===== src/rtl/game_round_ctrl.sv =====
// game_round_ctrl: round sequencer for the binary number game.
//
// Picks a fresh 4-bit target for every round from a free-running LFSR,
// runs a per-round countdown, scores correct submissions and takes a life
// on a wrong submission or a timeout. Sequence: idle -> rounds -> game over.
//
// Parameters:
//   TICK_DIV   clock cycles per countdown second (>= 2)
//   ROUND_TIME seconds per round (1..15)
//   LIVES      lives at game start (1..3)
//
// Ports:
//   clk         system clock
//   rst_n       asynchronous active-low reset
//   start_btn   debounced, synchronised start button level
//   submit_btn  debounced, synchronised submit button level
//   match       comparator result: player switches equal target
//   target      number to display and compare against
//   score       rounds won, saturating at 255
//   lives       remaining lives
//   time_left   seconds left in the current round
//   playing     high while a round is running
//   round_won   one-cycle pulse after a correct submit
//   game_over   high once all lives are spent
module game_round_ctrl #(
    parameter int unsigned TICK_DIV   = 50000000,
    parameter int unsigned ROUND_TIME = 10,
    parameter int unsigned LIVES      = 3
) (
    input  logic       clk,
    input  logic       rst_n,
    input  logic       start_btn,
    input  logic       submit_btn,
    input  logic       match,
    output logic [3:0] target,
    output logic [7:0] score,
    output logic [1:0] lives,
    output logic [3:0] time_left,
    output logic       playing,
    output logic       round_won,
    output logic       game_over
);

    localparam int unsigned     CntW      = (TICK_DIV > 1) ? $clog2(TICK_DIV) : 1;
    localparam logic [CntW-1:0] CntMax    = CntW'(TICK_DIV - 1);
    localparam logic [3:0]      RoundTime = 4'(ROUND_TIME);
    localparam logic [1:0]      LivesInit = 2'(LIVES);

    typedef enum logic [2:0] {
        StIdle,
        StNewRound,
        StPlay,
        StResult,
        StOver
    } state_e;

    state_e          state_q, state_d;
    logic            start_q, submit_q;
    logic [7:0]      lfsr_q, lfsr_d;
    logic [CntW-1:0] cnt_q, cnt_d;
    logic [3:0]      target_q, target_d;
    logic [7:0]      score_q, score_d;
    logic [1:0]      lives_q, lives_d;
    logic [3:0]      time_q, time_d;
    logic            won_q, won_d;

    logic start_e;
    logic submit_e;
    logic tick;

    // Edge registers reset high so a button held through reset gives no edge.
    assign start_e  = start_btn & ~start_q;
    assign submit_e = submit_btn & ~submit_q;
    assign tick     = (cnt_q == CntMax);

    always_ff @(posedge clk or negedge rst_n) begin
        if (!rst_n) begin
            state_q  <= StIdle;
            start_q  <= 1'b1;
            submit_q <= 1'b1;
            lfsr_q   <= 8'hA5;
            cnt_q    <= '0;
            target_q <= 4'd0;
            score_q  <= 8'd0;
            lives_q  <= 2'd0;
            time_q   <= 4'd0;
            won_q    <= 1'b0;
        end else begin
            state_q  <= state_d;
            start_q  <= start_btn;
            submit_q <= submit_btn;
            lfsr_q   <= lfsr_d;
            cnt_q    <= cnt_d;
            target_q <= target_d;
            score_q  <= score_d;
            lives_q  <= lives_d;
            time_q   <= time_d;
            won_q    <= won_d;
        end
    end

    always_comb begin
        state_d  = state_q;
        cnt_d    = cnt_q;
        target_d = target_q;
        score_d  = score_q;
        lives_d  = lives_q;
        time_d   = time_q;
        won_d    = 1'b0;
        // Taps 7,5,4,3: maximal length, so the all-zero state is never reached.
        lfsr_d   = {lfsr_q[6:0], lfsr_q[7] ^ lfsr_q[5] ^ lfsr_q[4] ^ lfsr_q[3]};

        unique case (state_q)
            StIdle, StOver: begin
                if (start_e) begin
                    score_d = 8'd0;
                    lives_d = LivesInit;
                    state_d = StNewRound;
                end
            end
            StNewRound: begin
                // Bump by one on a repeat so the player always sees a change.
                if (lfsr_q[3:0] == target_q) begin
                    target_d = lfsr_q[3:0] + 4'd1;
                end else begin
                    target_d = lfsr_q[3:0];
                end
                time_d  = RoundTime;
                cnt_d   = '0;
                state_d = StPlay;
            end
            StPlay: begin
                cnt_d = tick ? '0 : cnt_q + CntW'(1);
                // Submit wins over a coincident tick and freezes the countdown.
                if (submit_e) begin
                    if (match) begin
                        if (score_q != 8'hFF) begin
                            score_d = score_q + 8'd1;
                        end
                        won_d = 1'b1;
                    end else begin
                        lives_d = lives_q - 2'd1;
                    end
                    state_d = StResult;
                end else if (tick) begin
                    if (time_q == 4'd1) begin
                        time_d  = 4'd0;
                        lives_d = lives_q - 2'd1;
                        state_d = StResult;
                    end else begin
                        time_d = time_q - 4'd1;
                    end
                end
            end
            StResult: begin
                state_d = (lives_q == 2'd0) ? StOver : StNewRound;
            end
            default: begin
                state_d = StIdle;
            end
        endcase
    end

    assign target    = target_q;
    assign score     = score_q;
    assign lives     = lives_q;
    assign time_left = time_q;
    assign playing   = (state_q == StPlay);
    assign round_won = won_q;
    assign game_over = (state_q == StOver);

endmodule


===== config.mk =====
export PLATFORM = sky130hd
export DESIGN_NAME = game_round_ctrl
export DESIGN_NICKNAME = d
export VERILOG_FILES = /design/src/rtl/game_round_ctrl.sv
export SDC_FILE = /design/constraint.sdc
export NUM_CORES = 1
export LEC_CHECK = 0
export ABC_CLOCK_PERIOD_IN_PS = 5450
export BUFFER_PORTS_ARGS = -buffer_cell sky130_fd_sc_hd__buf_2
export CAP_MARGIN = 40
export CORE_ASPECT_RATIO = 0.7
export CORE_MARGIN = 3
export CORE_UTILIZATION = 64
export DETAILED_ROUTE_END_ITERATION = 16
export HOLD_SLACK_MARGIN = 0.12
export MAX_ROUTING_LAYER = met4
export PLACE_DENSITY = 0.84
export SETUP_SLACK_MARGIN = 0.15
export SLEW_MARGIN = 20
export SYNTH_ARGS = -nofsm -noshare
export SYNTH_HDL_FRONTEND = slang
export SYNTH_SLANG_ARGS = --single-unit
export TNS_END_PERCENT = 10

===== constraint.sdc =====
create_clock -name clk -period 5.45 [get_ports clk]
set_input_delay 0.2725 -clock clk [delete_from_list [all_inputs] [get_ports clk]]
set_output_delay 0.2725 -clock clk [all_outputs]
set_load 0.01 [all_outputs]

==> results.json, run 1 <==
{
  "status": "completed",
  "grt_use_met2": 0.413,
  "gp_congestion": 0.961,
  "hold_path_class": "input pin to flip-flop",
  "critical_path_class": "flip-flop to flip-flop",
  "dieWidth_um": 90.2,
  "netlist_area_sq_mm": 0.00318,
  "final_antenna_net_count": 0,
  "io_buffers": 25,
  "cts.sinks": 58,
  "end_kind": "flip-flop",
  "vias": 2759,
  "fin_skew_ns": 0.00785,
  "ys_seq_area_frac": 0.459,
  "dp_hpwl_mm": 4.82,
  "yosysMostFrequentCell": "dfrtp_1",
  "setup-violations-final": 0,
  "drive_above_1_share": 0.172,
  "fin_area_sq_mm": 0.00359,
  "cp-start-kind": "flip-flop",
  "worstPathArrival_ns": 2.86,
  "period_needed_ns": 2.60,
  "synth_cell_types": 58,
  "core_sq_mm": 0.00455,
  "syn2layout_area_growth_pct": 12.9,
  "cts_buffers": 9,
  "rows": 20,
  "maxSlewViolCount": 0,
  "syn_area_per_cell_sq_um": 9.74,
  "grt_pass1_vias": 2624,
  "ys.flop_type": "dfrtp_1",
  "finalNetCount": 367,
  "clk-insertion-delay-late_ns": 0.35,
  "p_per_area_mw_per_mm2": 398,
  "grt_pass1_wl_mm": 12.6,
  "power_leakage_nw": 1.60,
  "post_synth_inst_count": 326,
  "synth_fp_nets": 337,
  "whs_ns": 0.260,
  "totalWireLength_mm": 7.19,
  "critPathBufInv": 2,
  "ys_top_cells_by_count": "dfrtp_1, nand2_1, a31oi_1, o21ai_0, a21oi_1",
  "grt_overflow": 0,
  "num_io_pins": 26,
  "min_from": "match",
  "clk_root_buffer_cell": "clkbuf_8",
  "die_y_um": 64.9,
  "die_area_sq_mm": 0.00586,
  "post-route-period-util": 0.477,
  "yosysTopAreaCellShare": 0.410,
  "irDropWorstVdd_mv": 0.315,
  "synth_async_sr_flop_share": 1.00,
  "cp_slowest_cell": "o21a_1",
  "cpPeakStageDelay_ns": 0.60,
  "synth_edf_count": 0,
  "grtUsageTotal": 0.281,
  "timing.fmax_ghz": 0.385,
  "placed_area_sq_mm": 0.00334,
  "cp.required_ns": 5.71,
  "hold_viol": 0,
  "wl_per_cell_um": 16.9,
  "fillers": 315,
  "path_cells": "nor2b_1 -> nand2b_1 -> inv_2 -> o21a_1 -> buf_8 -> o21ai_0 -> a31oi_1",
  "r2r_start": "state_q[1]",
  "postCtsSetupRepairBufs": 0,
  "drc": 0,
  "grt_busiest_layer": "met2",
  "tightest_slew_ns": 0.700,
  "critical-path-top-delay-family": "compound AO/OA/AOI/OAI gates",
  "holdPathStages": 3,
  "drv_cap": 0,
  "synth.yosys.warnings": 0,
  "clk_pin_slew_ns": 0.06,
  "insertedDiodeCount": 0,
  "cts_max_path_buffers": 2,
  "tritoncts": "built",
  "relSlewSlack": 0.533,
  "grt_max_degree": 59,
  "grt_setup_unrepaired": "false",
  "min_to": "round_won",
  "synth-seq-cells": 58,
  "use_met3": 0.0684,
  "r2r-end": "cnt_q[17]",
  "crit_fanout": 21,
  "ff2ff_path_depth": 7,
  "tns_ns": 0,
  "cts_max_level": 3,
  "antenna_found_initial": 0,
  "viasPerCell": 6.48,
  "ys_top_cells_by_area": "dfrtp_1, dfstp_2, a31oi_1",
  "yosys.area.top_type": "dfrtp_1",
  "grt_util_met1": 0.377,
  "initialDrtViolationCount": 319,
  "rrSetupSlack_ns": 2.85,
  "initial_core_util": 0.697,
  "first_pass_iters": 5
}
[metal layers]
layer	routed length, um	vias to the layer above
met5	0	-
met1	3280	1336
met2	3200	126
li1	-	1276
met4	148	0
met3	561	21
[logic make-up (layout without fill, tap and decap cells)]
family                     Yosys count  after routing  synth area share
buffers and inverters               24             58            0.0370
and+or+nand+nor                    132            132             0.260
xor gates and xnor gates            10             10            0.0276
DFF                                 58             58             0.459
AOI/OAI and AO/OA                   94             94             0.186
muxes                                2              2           0.00630
adders and majority gates            6              6            0.0236
[how the worst max path moves through the flow]
stage | from | end | cells past startpoint
floorplan | cnt_q[0] | cnt_q[1] | 7
global placement | state_q[1] | cnt_q[17] | 6
detailed placement | state_q[1] | cnt_q[9] | 7
CTS | state_q[1] | cnt_q[17] | 7
global route | state_q[1] | cnt_q[9] | 7
finish | state_q[1] | cnt_q[17] | 7
[flip-flops by register name (all words and copies together) (netlist names)]
name	flops
cnt_q	26
lfsr_q	8
state_q	3
start_q	1
round_won	1
time_left	4
submit_q	1
target	4
score	8
lives	2
[timing repair]
item / 4_1_cts / 5_1_grt
gates resized for setup: 0 / 0
hold endpoints to repair: 54 / 0
hold buffers: 3 / 0
endpoints found under the setup margin: 0 / 0
[layout by cell type (no fill, tap or decap), types with 7 or more instances in the layout]
| cell | Yosys | final |
|---|---|---|
| o21ai_0 | 22 | 22 |
| nand2b_1 | 10 | 10 |
| nand2_1 | 33 | 33 |
| dfrtp_1 | 52 | 52 |
| clkbuf_8 | 0 | 11 |
| buf_2 | 4 | 25 |
| nand4_1 | 10 | 10 |
| and3_1 | 11 | 11 |
| nand3_1 | 11 | 11 |
| inv_1 | 12 | 12 |
| a21oi_1 | 20 | 20 |
| nor3_1 | 8 | 8 |
| nor2_1 | 14 | 14 |
| xor2_1 | 7 | 7 |
| a31oi_1 | 25 | 25 |
[where the power goes]
part / switching, W / internal [W] / total [W]
clock: 0.000161 / 0.000280 / 0.000441
combinational: 0.000287 / 0.000147 / 0.000433
sequential: 0.0000700 / 0.000483 / 0.000553
[area by class of cell]
| cell class | instances | area (sq um) | area share |
|---|---|---|---|
| Clock buffer | 13 | 159 | 0.0443 |
| Clock inverter | 2 | 60.1 | 0.0167 |
| Inverter | 13 | 48.8 | 0.0136 |
| Multi-Input combinational cell | 244 | 1600 | 0.446 |
| Sequential cell | 58 | 1460 | 0.407 |
| Tap cell | 66 | 82.6 | 0.0230 |
| Timing Repair Buffer | 30 | 178 | 0.0495 |
[worst register-to-register path: stages (launching register included)]
cell and delay, ns:
dfrtp_1 0.41, nor2b_1 0.31, nand2b_1 0.33, inv_2 0.32, o21a_1 0.60, buf_8 0.25, o21ai_0 0.12, a31oi_1 0.18
[metrics by stage]
stage / util / setup WS (ns) / cells / total power [W]
3_3_place_gp: 0.729 / 2.76 / 407 / 0.000959
3_5_place_dp: 0.733 / 2.87 / 408 / 0.000988
5_1_grt: 0.787 / 2.59 / 426 / 0.00153
2_1_floorplan: - / 3.62 / 326 / 0.000881
4_1_cts: 0.787 / 2.86 / 426 / 0.00143
6_report: 0.787 / 2.85 / 426 / 0.00143
Power figures use the tool's default switching activity.
==> inputs of run 2 (changes only) <==
--- a/config.mk
+++ b/config.mk
@@ -5,16 +5,16 @@
 export SDC_FILE = /design/constraint.sdc
 export NUM_CORES = 1
 export LEC_CHECK = 0
-export ABC_CLOCK_PERIOD_IN_PS = 5450
+export ABC_CLOCK_PERIOD_IN_PS = 2500
 export BUFFER_PORTS_ARGS = -buffer_cell sky130_fd_sc_hd__buf_2
 export CAP_MARGIN = 40
 export CORE_ASPECT_RATIO = 0.7
 export CORE_MARGIN = 3
-export CORE_UTILIZATION = 64
+export CORE_UTILIZATION = 60
 export DETAILED_ROUTE_END_ITERATION = 16
 export HOLD_SLACK_MARGIN = 0.12
 export MAX_ROUTING_LAYER = met4
-export PLACE_DENSITY = 0.84
+export PLACE_DENSITY = 0.8
 export SETUP_SLACK_MARGIN = 0.15
 export SLEW_MARGIN = 20
 export SYNTH_ARGS = -nofsm -noshare
==> constraint.sdc (replaced) <==
create_clock -name clk -period 2.5 [get_ports clk]
set_input_delay 0.125 -clock clk [delete_from_list [all_inputs] [get_ports clk]]
set_output_delay 0.125 -clock clk [all_outputs]
set_load 0.01 [all_outputs]
==> run 2 against run 1 <==
Net effect:
- hold slack improved by 0.088 ns
- sequential share of layout area decreased by 0.75 points
- global-route usage decreased by 1.4 points
- count of clock-buffer cells in the layout decreased by 1
- largest power group unchanged
==> results.json, run 2 (synthesis gave the netlist of run 1 again) <==
{
  "r2r_start": "cnt_q[0]",
  "tritoncts": "built",
  "grt_pass1_wl_mm": 12.4,
  "cp.required_ns": 2.74,
  "layout_commonest_cell": "dfrtp_1",
  "drive_above_1_share": 0.191,
  "timing.fmax_ghz": 0.470,
  "final_antenna_net_count": 0,
  "hold_path_class": "input pin to async pin",
  "cpPeakStageDelay_ns": 0.46,
  "irDropWorstVdd_mv": 0.528,
  "postCtsSetupRepairBufs": 0,
  "drv_cap": 0,
  "grt_setup_unrepaired": "false",
  "worstPathArrival_ns": 2.37,
  "hold_viol": 0,
  "clk_pin_slew_ns": 0.06,
  "r2r-end": "cnt_q[16]",
  "crit_fanout": 7,
  "grtUsageTotal": 0.268,
  "grt_max_degree": 31,
  "first_pass_iters": 5,
  "largest_register_ffs": 26,
  "clk_root_buffer_cell": "clkbuf_8",
  "critical_path_class": "flip-flop to flip-flop",
  "dieWidth_um": 93.0,
  "tightest_slew_ns": 0.652,
  "tns_ns": 0,
  "cts.sinks": 58,
  "clk-insertion-delay-late_ns": 0.33,
  "period_needed_ns": 2.13,
  "top_register": "cnt_q",
  "vias": 2684,
  "relSlewSlack": 0.565,
  "end_kind": "flip-flop",
  "ff2ff_path_depth": 6,
  "initialDrtViolationCount": 270,
  "insertedDiodeCount": 0,
  "cp_slowest_cell": "nor4_4",
  "num_io_pins": 26,
  "grt_overflow": 0,
  "gp_congestion": 0.843,
  "rrSetupSlack_ns": 0.37,
  "die_area_sq_mm": 0.00622,
  "fin_skew_ns": 0.00482,
  "finalNetCount": 373,
  "drc": 0,
  "antenna_found_initial": 0,
  "viasPerCell": 6.16,
  "syn2layout_area_growth_pct": 15.1,
  "power_leakage_nw": 1.64,
  "die_y_um": 66.9,
  "status": "completed",
  "grt_pass1_vias": 2477,
  "initial_core_util": 0.643,
  "post-route-period-util": 0.851,
  "placed_area_sq_mm": 0.00338,
  "dp_hpwl_mm": 5.14,
  "cp-start-kind": "flip-flop",
  "cts_max_path_buffers": 2,
  "wl_per_cell_um": 16.5,
  "cts_buffers": 9,
  "rows": 21,
  "totalWireLength_mm": 7.20,
  "path_cells": "ha_1 -> nand3_4 -> nor4_4 -> nand2_1 -> or4_1 -> o211ai_1",
  "final_cell_mix": "dfrtp_1, nand2_1, a31oi_1, buf_2, o21ai_0",
  "p_per_area_mw_per_mm2": 869,
  "maxSlewViolCount": 0,
  "core_sq_mm": 0.00494,
  "cts_max_level": 3,
  "io_buffers": 25,
  "setup-violations-final": 0,
  "fin_area_sq_mm": 0.00365
}
==> run 2: cell types whose count changed in the layout (fill, tap and decap cells not counted), sizes merged <==
cell         before  now
clkinv            0    2
clkbuf           13   12
dlygate4sd3       3    4
buf              27   32
==> run 2: power breakdown <==
group	leakage (nW)	internal [W]	switching, W
clock	0.117	0.000616	0.000356
sequential	0.751	0.00105	0.000144
combinational	0.771	0.000358	0.000649
==> run 2: how the worst max path moves through the flow <==
stage          slack [ns]        end  cells past startpoint       start
2_1_floorplan        0.67   cnt_q[1]                      7    cnt_q[0]
3_3_place_gp         0.46  cnt_q[17]                      7    cnt_q[0]
3_5_place_dp         0.40  cnt_q[17]                      7    cnt_q[0]
4_1_cts              0.37  cnt_q[17]                      7  state_q[1]
5_1_grt              0.21  cnt_q[16]                      6    cnt_q[0]
6_report             0.37  cnt_q[16]                      6    cnt_q[0]
==> run 2: routing by layer <==
metal	vias to the layer above	global-route usage	routed length, um
met2	90	0.384	3190
met4	0	0.0914	89
met5	-	-	0
met3	10	0.0677	442
li1	1296	-	-
met1	1288	0.373	3480
==> run 2: critical path: cells and delay by family, from the launching register on <==
kind            cells  cell delay (ns)
simple gates        4             1.21
compound gates      1             0.10
flops               1             0.45
fa+ha+maj           1             0.28
==> run 2: area by class of cell <==
cell class / instances / area, sq um
multi-input combinational: 244 / 1600
sequential: 58 / 1460
fill: 370 / 1290
timing repair buffer: 36 / 230
clock buffer: 12 / 155
tap: 69 / 86.3
clock inverter: 4 / 73.8
inverter: 13 / 48.8
==> run 2: through the flow <==
stage	worst slack (ns)	hold slack [ns]	util	cells	power (W)
finish	0.372	0.348	0.740	436	0.00318
global route	0.210	0.391	0.740	436	0.00339
CTS	0.370	0.366	0.739	436	0.00319
detailed placement	0.402	0.194	0.685	416	0.00220
global placement	0.459	0.188	0.685	416	0.00216
floorplan	0.670	-0.171	-	326	0.00192
==> run 2: what timing repair did <==
item / 4_1_cts / 5_1_grt
hold endpoints to repair: 26 / 0
hold buffers: 4 / 0
resized for setup: 0 / 1
endpoints found under the setup margin: 0 / 1
